==> config.mk <==
export PLATFORM = sky130hd
export DESIGN_NAME = chain_arbiter
export DESIGN_NICKNAME = d
export VERILOG_FILES = /design/src/rtl/chain_arbiter_pkg.sv /design/src/rtl/chain_arbiter_flipflop_chain.sv /design/src/rtl/chain_arbiter.sv
export SDC_FILE = /design/constraint.sdc
export NUM_CORES = 1
export LEC_CHECK = 0
export ABC_AREA = 1
export BUFFER_PORTS_ARGS = -buffer_cell sky130_fd_sc_hd__buf_2
export CAP_MARGIN = 10
export CORE_ASPECT_RATIO = 1.1
export CORE_MARGIN = 2
export CORE_UTILIZATION = 30
export DETAILED_ROUTE_END_ITERATION = 7
export HOLD_SLACK_MARGIN = 0.06
export MAX_ROUTING_LAYER = met4
export PLACE_DENSITY = 0.49
export SLEW_MARGIN = 20
export SYNTH_ARGS = -nofsm -noshare
export SYNTH_HDL_FRONTEND = slang
export SYNTH_HIERARCHICAL = 1
export SYNTH_SLANG_ARGS = --single-unit
==> constraint.sdc <==
create_clock -name clk -period 3.55 [get_ports clk]
set_input_delay 0.1775 -clock clk [delete_from_list [all_inputs] [get_ports clk]]
set_output_delay 0.1775 -clock clk [all_outputs]
set_load 0.01 [all_outputs]
==> src/rtl/chain_arbiter_pkg.sv <==
// Shared types and default sizing for the chain arbiter slice.
package chain_arbiter_pkg;

  typedef enum logic {
    OWNER0 = 1'b0,
    OWNER1 = 1'b1
  } owner_t;

  typedef struct packed {
    logic   valid;
    owner_t owner;
  } tag_t;

  localparam tag_t TAG_IDLE = '{valid: 1'b0, owner: OWNER0};

  localparam int DEF_DW        = 8;
  localparam int DEF_CHAIN_NUM = 4;
  localparam int DEF_CW        = 16;

endpackage

==> src/rtl/chain_arbiter_flipflop_chain.sv <==
// Fixed-latency register chain: q is d delayed by exactly CHAIN_NUM cycles.
module flipflop_chain #(
  parameter int DW        = 8,
  parameter int CHAIN_NUM = 4
) (
  input  logic          clk,
  input  logic          rst_n,
  input  logic [DW-1:0] d,
  output logic [DW-1:0] q
);

  logic [DW-1:0] stage [CHAIN_NUM];

  always_ff @(posedge clk or negedge rst_n) begin
    if (!rst_n) begin
      for (int i = 0; i < CHAIN_NUM; i++) stage[i] <= '0;
    end else begin
      stage[0] <= d;
      for (int i = 1; i < CHAIN_NUM; i++) stage[i] <= stage[i-1];
    end
  end

  assign q = stage[CHAIN_NUM-1];

endmodule

==> src/rtl/chain_arbiter.sv <==
// Two-requester round-robin arbiter sharing one fixed-latency chain; a tag
// pipeline running alongside the chain routes each word back to its owner.
import chain_arbiter_pkg::*;

module chain_arbiter #(
  parameter int DW        = DEF_DW,
  parameter int CHAIN_NUM = DEF_CHAIN_NUM,
  parameter int CW        = DEF_CW
) (
  input  logic          clk,
  input  logic          rst_n,
  input  logic          en,
  input  logic          flush,
  input  logic          req0_valid,
  input  logic [DW-1:0] req0_data,
  input  logic          req1_valid,
  input  logic [DW-1:0] req1_data,
  output logic          req0_ready,
  output logic          req1_ready,
  output logic          rsp0_valid,
  output logic          rsp1_valid,
  output logic [DW-1:0] rsp_data,
  output logic [CW-1:0] grant_cnt0,
  output logic [CW-1:0] grant_cnt1
);

  owner_t        last_grant;
  tag_t          tags [CHAIN_NUM];
  logic          sel1;
  logic          grant_ok;
  logic          accept;
  logic [DW-1:0] chain_in;

  // Requester 1 wins when it is alone, or when requester 0 was served last.
  assign sel1     = req1_valid && (!req0_valid || (last_grant == OWNER0));
  assign grant_ok = rst_n && en && !flush;

  assign req0_ready = grant_ok && req0_valid && !sel1;
  assign req1_ready = grant_ok && sel1;
  assign accept     = req0_ready || req1_ready;

  always_comb begin
    chain_in = '0;
    if (req1_ready)      chain_in = req1_data;
    else if (req0_ready) chain_in = req0_data;
  end

  flipflop_chain #(
    .DW        (DW),
    .CHAIN_NUM (CHAIN_NUM)
  ) u_chain (
    .clk   (clk),
    .rst_n (rst_n),
    .d     (chain_in),
    .q     (rsp_data)
  );

  // Flush wipes every tag so nothing already in the chain is returned.
  always_ff @(posedge clk or negedge rst_n) begin
    if (!rst_n) begin
      for (int i = 0; i < CHAIN_NUM; i++) tags[i] <= TAG_IDLE;
    end else if (flush) begin
      for (int i = 0; i < CHAIN_NUM; i++) tags[i] <= TAG_IDLE;
    end else begin
      tags[0] <= '{valid: accept, owner: (req1_ready ? OWNER1 : OWNER0)};
      for (int i = 1; i < CHAIN_NUM; i++) tags[i] <= tags[i-1];
    end
  end

  assign rsp0_valid = tags[CHAIN_NUM-1].valid && (tags[CHAIN_NUM-1].owner == OWNER0);
  assign rsp1_valid = tags[CHAIN_NUM-1].valid && (tags[CHAIN_NUM-1].owner == OWNER1);

  // Reset history favours requester 0 for the first contended grant.
  always_ff @(posedge clk or negedge rst_n) begin
    if (!rst_n) begin
      last_grant <= OWNER1;
      grant_cnt0 <= '0;
      grant_cnt1 <= '0;
    end else begin
      if (req0_ready) last_grant <= OWNER0;
      if (req1_ready) last_grant <= OWNER1;
      if (req0_ready && (grant_cnt0 != {CW{1'b1}})) grant_cnt0 <= grant_cnt0 + 1'b1;
      if (req1_ready && (grant_cnt1 != {CW{1'b1}})) grant_cnt1 <= grant_cnt1 + 1'b1;
    end
  end

endmodule

==> flow_metrics.py <==
metrics = {
    "run_status": {
        "status": "complete, no violations",
    },
    "timing": {
        "grt_setup_unrepaired": "false",
        "finalSetupTns_ns": 0,
        "slew_violations": 0,
        "period_needed_ns": 1.902,
        "timing.final.ws_setup_ns": 1.648,
        "fmax_mhz": 525.8,
        "min_period_over_period_pct": 53.57,
        "finalHoldViolations": 0,
        "relSlewSlack_pct": 38.05,
        "clock_skew_ns": 0.005188,
        "max_slew.worst_pin.slew_ns": 0.9292,
        "setup_violations": 0,
    },
    "routing": {
        "first_iter_violations": 97,
        "drcViolationCount": 0,
        "ant_nets": 0,
        "wl_per_cell_um": 11.41,
        "wl_um": 6858,
        "vias": 2610,
        "dr.pass1.iters": 4,
        "via_per_inst": 4.343,
    },
    "clocking": {
        "cts_max_path_buffers": 2,
        "path_clk_slew_ns": 0.06,
        "root_buffer": "clkbuf_16",
        "clkLatencyLatePin_ns": 0.32,
        "cts_made_buffers": 9,
        "htree_levels": 3,
        "cts_num_sinks": 73,
        "cts_tree": "built",
        "post_cts_resized": 0,
    },
    "placement": {
        "gp_congestion": 0.8239,
        "hpwl_um": 4826,
        "numPortBuffers": 65,
        "dp_cells": 583,
        "place_ws_ns": 1.615,
    },
    "final_layout": {
        "post-route-util_pct": 37.07,
        "most-common-layout-cells": "nand2_1, dfrtp_1, buf_2, nor2_1, inv_1",
        "nFillCells": 1136,
        "multi_input_area_um2": 1230,
        "layout_commonest_cell": "nand2_1",
        "regArea_um2": 1828,
        "syn_to_final_growth_pct": 21.51,
        "layout-drive-gt1-share_pct": 20.53,
        "fin_cells": 601,
        "nets": 472,
    },
    "worst_setup_path": {
        "critPathRequiredTime_ns": 3.73,
        "cpMaxStageDelayCell": "nor2_2",
        "crit_fanout": 17,
        "cp-start-kind": "flip-flop",
        "path_class": "flip-flop to flip-flop",
        "reg2reg_depth": 7,
        "arrival_ns": 2.08,
        "cp_slowest_stage_delay_ns": 0.52,
        "path_cells": "ha_1 -> nand3_1 -> inv_1 -> nand2_1 -> nor2_1 -> nor2_2 -> o21ai_0",
        "end_kind": "flip-flop",
    },
    "worst_hold_path": {
        "holdPathStages": 2,
        "hp-class": "primary input to flip-flop",
    },
    "global_routing": {
        "grtUsageTotal_pct": 12.48,
        "grt_max_degree": 74,
        "grt_pass1_vias": 2393,
        "grt_overflow": 0,
        "grtUsageMet1_pct": 15.36,
        "grt_use_met3_pct": 3.257,
        "gr-usage-met2_pct": 19.91,
        "top_usage_layer": "met2",
        "grt_antenna_before_repair": 1,
        "grt_pass1_wl_um": 11480,
    },
    "die": {
        "fp.dieH_um": 114.0,
        "row_count": 40,
        "ios": 66,
        "fp.dieW_um": 104.0,
        "initial_core_util_pct": 30.51,
        "fp.dieArea_um2": 11850,
        "core_area_um2": 10810,
    },
    "logic_synthesis": {
        "netlist_area_um2": 3298,
        "synthTopCellsByArea": "dfrtp_1, nand2_1, nor2_1",
        "syn_nets": 408,
        "synth_cells": 384,
        "synth_top_area_share_pct": 54.63,
        "yosysWarningCount": 6,
        "synth_area_leader_cell": "dfrtp_1",
        "ys_types": 25,
        "syn_avg_cell_area_um2": 8.589,
        "ys_seq_elements": 73,
        "ys_seq_area_share_pct": 55.42,
    },
    "pwr": {
        "p_seq_share_pct": 47.0,
        "power.leakage_nw": 2.110,
        "p_total_mw": 2.024,
        "ir_drop_uv": 206.6,
        "p_per_area_nw_per_um2": 505.0,
        "cellInternalPower_mw": 1.457,
        "switching_power_mw": 0.5670,
        "clockPowerShare_pct": 42.6,
        "power_switching_share_pct": 28.02,
        "power_frac_comb_pct": 10.4,
    },
    "job": {
        "cap_violations": 0,
    },
}
==> state kept, by name, indices dropped and copies added, names as in the netlist <==
| signal | count |
|---|---|
| grant_cnt0 | 16 |
| grant_cnt1 | 16 |
| last_grant | 1 |
| tags | 8 |
| u_chain/q | 8 |
| u_chain/stage | 24 |
==> final timing paths <==
path	startpoint	endpoint	slack (ns)
min in group asynchronous	rst_n	grant_cnt0[13]	0.11
max	grant_cnt1[0]	grant_cnt1[3]	1.65
max reg2reg	grant_cnt1[0]	grant_cnt1[3]	1.65
min reg2reg	u_chain/stage[12]	u_chain/q[4]	0.35
max in group asynchronous	rst_n	grant_cnt1[4]	2.82
min	req0_data[1]	u_chain/stage[25]	0.07
==> power groups by stage <==
stage | clock network (mW) | registers, mW | logic [mW]
final | 0.861 | 0.951 | 0.211
after global routing | 0.934 | 0.961 | 0.242
after CTS | 0.892 | 0.950 | 0.216
after detailed placement | 0 | 0.966 | 0.215
after global placement | 0 | 0.964 | 0.212
after floorplan | 0 | 0.969 | 0.110
==> per-layer routing <==
layer / vias up / routed length, um
met5: - / 0
li1: 1325 / -
met3: 9 / 319
met1: 1231 / 3236
met4: 0 / 93
met2: 45 / 3208
==> cells in the mapped netlist <==
cell        n
nand2_1   149
dfrtp_1    72
nor2_1     39
inv_1      35
nand3_1    16
nand4_1    11
a22o_1      8
buf_4       8
o21ai_0     8
xnor2_1     6
o21ai_1     5
nor2_2      4
xor2_1      4
buf_2       3
buf_6       3
nand3b_1    3
ha_1        2
a21oi_1     1
dfstp_2     1
nand2_2     1
nand2_4     1
nand3_2     1
nor2_4      1
nor2_8      1
o21ai_4     1
==> kinds of logic after synthesis <==
family                   after synthesis  synth area share (%)
AND/OR/NAND/NOR                      227                 29.14
XOR/XNOR                              10                 2.655
buffers and inverters                 49                 7.284
flip-flops                            73                 55.43
AO/OA/AOI/OAI                         23                 4.742
adder cells (fa/ha/maj)                2                0.7586
==> timing repair <==
item	4_1_cts	5_1_grt
hold buffers	0	1
setup buffers	0	0
endpoints found under the hold margin	0	1
==> final cells by class <==
| type | instances | share of cell area, % |
|---|---|---|
| timing repair buffer | 67 | 8.617 |
| inverter | 35 | 3.278 |
| clock inverter | 7 | 1.530 |
| clock buffer | 9 | 5.620 |
| multi-input combinational | 262 | 30.69 |
| antenna | 1 | 0.06244 |
| tap | 147 | 4.589 |
| sequential | 73 | 45.61 |
==> worst max-delay path: cells and delay by family, from the launching register on <==
family          cells  cell delay, ns
buf+inv             1            0.10
fa+ha+maj           1            0.28
simple gates        4            0.77
compound gates      1            0.16
flops               1            0.45
==> metrics by stage <==
stage / area [um2] / hold slack (ns)
after CTS: 3995 / 0.06123
after global placement: 3709 / 0.3317
after global routing: 4008 / 0.06564
after floorplan: 3298 / -0.1181
final: 4008 / 0.06838
after detailed placement: 3709 / 0.3347
Power figures use the tool's default switching activity.
